[config.mk]
export PLATFORM = sky130hd
export DESIGN_NAME = run_detect
export DESIGN_NICKNAME = d
export VERILOG_FILES = /design/src/rtl/run_detect.sv
export SDC_FILE = /design/constraint.sdc
export NUM_CORES = 1
export LEC_CHECK = 0
export CAP_MARGIN = 10
export CORE_AREA = 5 5 75 77
export DETAILED_ROUTE_END_ITERATION = 12
export DIE_AREA = 0 0 80 82
export MAX_ROUTING_LAYER = met4
export SLEW_MARGIN = 10
export SYNTH_ARGS = -nofsm -noshare
export SYNTH_HDL_FRONTEND = slang
export SYNTH_SLANG_ARGS = --single-unit
[constraint.sdc]
create_clock -name clk -period 4 [get_ports clk]
set_clock_uncertainty 0.15 [all_clocks]
set_input_delay 1 -clock clk [delete_from_list [all_inputs] [get_ports clk]]
set_output_delay 1 -clock clk [all_outputs]
set_load 0.05 [all_outputs]
[src/rtl/run_detect.sv]
// ============================================================================
//  Module      : run_detect
//  Description : Serial run detector. Flags K consecutive qualified samples
//                equal to a programmable bit, overlapping or not.
//  Revision    : 1.0  initial release
// ============================================================================
`default_nettype none

module run_detect #(
    parameter int LEN_W   = 4,
    parameter int CNT_W   = 8,
    parameter int RST_LEN = 3,
    parameter bit RST_VAL = 1'b1,
    parameter bit RST_OVL = 1'b1
) (
    input  logic             clk,
    input  logic             rst,
    input  logic             cfg_ld,
    input  logic [LEN_W-1:0] cfg_len,
    input  logic             cfg_val,
    input  logic             cfg_ovl,
    input  logic             clr,
    input  logic             vld,
    input  logic             i,
    output logic             y,
    output logic             y_q,
    output logic [LEN_W-1:0] run,
    output logic [CNT_W-1:0] det_cnt
);

    localparam logic [LEN_W-1:0] C_RUN_MAX = {LEN_W{1'b1}};
    localparam logic [CNT_W-1:0] C_CNT_MAX = {CNT_W{1'b1}};
    localparam logic [LEN_W-1:0] C_RST_LEN = LEN_W'(RST_LEN);

    typedef enum logic [1:0] {
        IDLE = 2'd0,
        RUN  = 2'd1,
        HIT  = 2'd2
    } state_t;

    state_t           r_state, w_state_d;
    logic [LEN_W-1:0] r_len, r_run, w_run_d, w_keff;
    logic [LEN_W:0]   w_run_nxt;
    logic             r_val, r_ovl, w_hit, r_y;
    logic [CNT_W-1:0] r_cnt;

    assign w_keff    = (r_len == '0) ? LEN_W'(1) : r_len;
    assign w_run_nxt = {1'b0, r_run} + 1'b1;

    always_comb begin
        w_state_d = r_state;
        w_run_d   = r_run;
        w_hit     = 1'b0;
        if (clr || cfg_ld) begin
            w_state_d = IDLE;
            w_run_d   = '0;
        end else if (vld) begin
            if (i != r_val) begin
                w_state_d = IDLE;
                w_run_d   = '0;
            end else begin
                case (r_state)
                    HIT: begin
                        w_hit = 1'b1;
                        if (r_run != C_RUN_MAX) begin
                            w_run_d = r_run + 1'b1;
                        end
                    end
                    default: begin
                        // In IDLE/RUN the run is below Keff, so the increment cannot overflow
                        if (w_run_nxt < {1'b0, w_keff}) begin
                            w_state_d = RUN;
                            w_run_d   = w_run_nxt[LEN_W-1:0];
                        end else begin
                            w_hit = 1'b1;
                            if (r_ovl) begin
                                w_state_d = HIT;
                                w_run_d   = w_run_nxt[LEN_W-1:0];
                            end else begin
                                w_state_d = IDLE;
                                w_run_d   = '0;
                            end
                        end
                    end
                endcase
            end
        end
    end

    // Gate with reset so the Mealy output is quiet while reset is held
    assign y = w_hit & rst;

    always_ff @(posedge clk or negedge rst) begin
        if (!rst) begin
            r_state <= IDLE;
            r_run   <= '0;
            r_y     <= 1'b0;
        end else begin
            r_state <= w_state_d;
            r_run   <= w_run_d;
            r_y     <= y;
        end
    end

    always_ff @(posedge clk or negedge rst) begin
        if (!rst) begin
            r_len <= C_RST_LEN;
            r_val <= RST_VAL;
            r_ovl <= RST_OVL;
        end else if (cfg_ld) begin
            r_len <= cfg_len;
            r_val <= cfg_val;
            r_ovl <= cfg_ovl;
        end
    end

    always_ff @(posedge clk or negedge rst) begin
        if (!rst) begin
            r_cnt <= '0;
        end else if (clr) begin
            r_cnt <= '0;
        end else if (y && (r_cnt != C_CNT_MAX)) begin
            r_cnt <= r_cnt + 1'b1;
        end
    end

    assign y_q     = r_y;
    assign run     = r_run;
    assign det_cnt = r_cnt;

endmodule

`default_nettype wire

==> results of run 1 <==
-- how the worst max path moves through the flow --
stage / from / to / slack, ps / cells after the start
after floorplan: run[0] / y / 250 / 8
after global placement: clr / y / 420 / 5
after detailed placement: clr / y / 370 / 5
after CTS: run[0] / y / 140 / 9
after global routing: run[0] / y / 30 / 9
final: run[0] / y / 160 / 9
-- cell families (layout without fill, tap and decap cells) --
family	count (synthesis)	count (layout)	synth area share, %
buffers and inverters	8	38	3.500
multiplexers	7	7	6.363
adder cells (fa/ha/maj)	5	5	5.302
flip-flops	21	21	44.96
AO/OA/AOI/OAI	22	22	13.15
XOR/XNOR	2	2	1.485
AND/OR/NAND/NOR	48	48	25.24
-- area by class of cell --
type	instances	area (um^2)
inverters	5	18.77
well taps	70	87.58
repair buffers	29	290.3
clock buffers	4	45.04
fillers	539	3364
flip-flops and latches	21	530.5
multi-input cells	84	608.1
-- where the power goes --
part	total, mW	leakage (nW)	internal, mW	switching (mW)
Clock	0.139	0.0228	0.0710	0.0682
Combinational	0.0723	0.400	0.0327	0.0397
Sequential	0.232	0.275	0.224	0.00801
Total	0.443	0.698	0.327	0.116
-- synthesized netlist by cell type (2+ instances only) --
cell | number | share of area, %
mux2i_1 | 3 | 2.5
or4_1 | 2 | 1.3
mux2_2 | 4 | 3.8
ha_1 | 5 | 5.3
a22o_1 | 2 | 1.5
o21ai_0 | 6 | 2.5
dfstp_2 | 4 | 8.9
nand3_1 | 13 | 5.5
or3_1 | 2 | 1.1
inv_1 | 5 | 1.6
nor2b_1 | 3 | 1.6
dfrtp_1 | 17 | 36
a21oi_1 | 3 | 1.3
nand2_1 | 10 | 3.2
o31ai_1 | 4 | 2.5
and3_1 | 8 | 4.2
-- flip-flops by register name, summed over array words and instances (netlist names) --
name	flops
y_q	1
run	4
r_val	1
r_ovl	1
r_len	4
det_cnt	8
r_state	2
-- critical path, cell delays in order, from the launching register on --
cell and delay, ps:
dfrtp_1 460, ha_1 250, nor2b_1 140, or2_2 300, ha_1 300, nand3_1 70, a211o_1 260, nand3b_1 200
and3_1 280, buf_12 160
-- metrics by stage --
step | hold slack, ps | cell area, um^2
floorplan | 316.8 | 1180
global placement | 328.9 | 1535
detailed placement | 343.6 | 1535
CTS | 360.7 | 1580
global route | 381.6 | 1580
finish | 358.0 | 1580
-- layer usage --
| layer | track usage [%] | up-vias |
|---|---|---|
| li1 | - | 482 |
| met1 | 10.84 | 473 |
| met2 | 13.91 | 26 |
| met3 | 1.425 | 5 |
| met4 | 5.574 | 0 |
| met5 | - | - |
==> impl_metrics.env, run 1 <==
export IMPL_outcome="finished, final reports clean"
export IMPL_htreeDepth=1
export IMPL_ir_worst_vdd_uv=103.2
export IMPL_ios=26
export IMPL_die_width_um=80
export IMPL_placed_cells=209
export IMPL_gp_congestion=0.7670
export IMPL_critPathKind="reg -> out"
export IMPL_ys_seq_elements=21
export IMPL_p_per_area_nw_per_um2=280.4
export IMPL_fmax_mhz=260.7
export IMPL_grt_pass1_vias=915
export IMPL_clk_pin_slew_worst_paths_ps=80
export IMPL_syn_avg_cell_area_um2=10.44
export IMPL_synth_seq_area_share_pct=44.96
export IMPL_layout_common_cells="clkdlybuf4s50_1, dfrtp_1, nand3_1, nand2_1, and3_1"
export IMPL_dp_hpwl_um=2110
export IMPL_fin_crit_ps=3835
export IMPL_total_power_mw=0.4431
export IMPL_wl_met3_um=117
export IMPL_grt_total_usage_pct=8.937
export IMPL_critical_path_required_ps=2850
export IMPL_setup_viol=0
export IMPL_rsz0062_at_grt="no"
export IMPL_drv_cap=0
export IMPL_routed_wl_um=2653
export IMPL_cts_num_sinks=21
export IMPL_fin_ws_ps=164.7
export IMPL_r2r_end="det_cnt[5]"
export IMPL_fin_util_pct=31.96
export IMPL_antenna_found_initial=0
export IMPL_hold_start="r_state[1]"
export IMPL_io_buffers=25
export IMPL_dr_wl_met2_um=1223
export IMPL_wl_met1_um=1238
export IMPL_yosysUniqueCellTypes=38
export IMPL_antenna_cells=0
export IMPL_die_area_um2=6560
export IMPL_synth_ff_type="dfrtp_1"
export IMPL_initial_core_util_pct=23.86
export IMPL_highest_layer="met4"
export IMPL_critPathArrivalTime_ps=2690
export IMPL_insertion_delay_ps=260
export IMPL_viasPerCell=4.629
export IMPL_synth_warnings=0
export IMPL_cts_buffers_inserted=3
export IMPL_die_y_um=82
export IMPL_grt_overflow=0
export IMPL_clockRootBuffer="clkbuf_8"
export IMPL_r2r_start="run[0]"
export IMPL_netlist_area_um2=1180
export IMPL_layout_nets=161
export IMPL_drt_pass1_iterations=4
export IMPL_crit_fanout=7
export IMPL_fin_cells=213
export IMPL_rrSetupSlack_ps=1080
export IMPL_drt_iter0_drc=51
export IMPL_hold_class="reg -> reg"
export IMPL_syn_inst=113
export IMPL_cts_hold_fix_buffers=0
export IMPL_route_detailed_drc=0
export IMPL_async_flop_share_pct=100.0
export IMPL_holdPathStages=1
export IMPL_wire_per_inst_um=12.46
export IMPL_dp_slack_ps=371.2
export IMPL_vias=986
export IMPL_reg2regPathDepth=9
export IMPL_mostFrequentLayoutCell="clkdlybuf4s50_1"
export IMPL_end_kind="output port"
export IMPL_areaGrowthSynthToFinish_pct=33.93
export IMPL_ctsResizeCount=0
export IMPL_cts_tree="built"
export IMPL_rows=26
export IMPL_synth_nets=130
export IMPL_finalSetupTns_ps=0
export IMPL_maxSlewViolCount=0
export IMPL_final_antenna_net_count=0
export IMPL_min_to="r_state[1]"
export IMPL_period_share_pct=95.88
export IMPL_grt_max_degree=24
export IMPL_hold_violations=0
export IMPL_drive_gt1_share_pct=14.69
export IMPL_p_leak_nw=0.6980
export IMPL_cp_start_kind="flop"
export IMPL_cts_setup_buffers=0
export IMPL_grt_pass1_wl_um=4388
export IMPL_synth_edf_count=0
export IMPL_cts_buffer_depth=2
export IMPL_worst_pin_slew_ps=583.8
export IMPL_relSlewSlack_pct=60.75
export IMPL_core_um2=4945
Power figures use the tool's default switching activity.
==> run 2, diff against run 1 <==
--- a/config.mk
+++ b/config.mk
@@ -10,7 +10,7 @@
 export DETAILED_ROUTE_END_ITERATION = 12
 export DIE_AREA = 0 0 80 82
 export MAX_ROUTING_LAYER = met4
-export SLEW_MARGIN = 10
+export SLEW_MARGIN = 20
 export SYNTH_ARGS = -nofsm -noshare
 export SYNTH_HDL_FRONTEND = slang
 export SYNTH_SLANG_ARGS = --single-unit
==> results of run 2 <==
No change in the layout: final DEF, timing and power equal those of run 1.
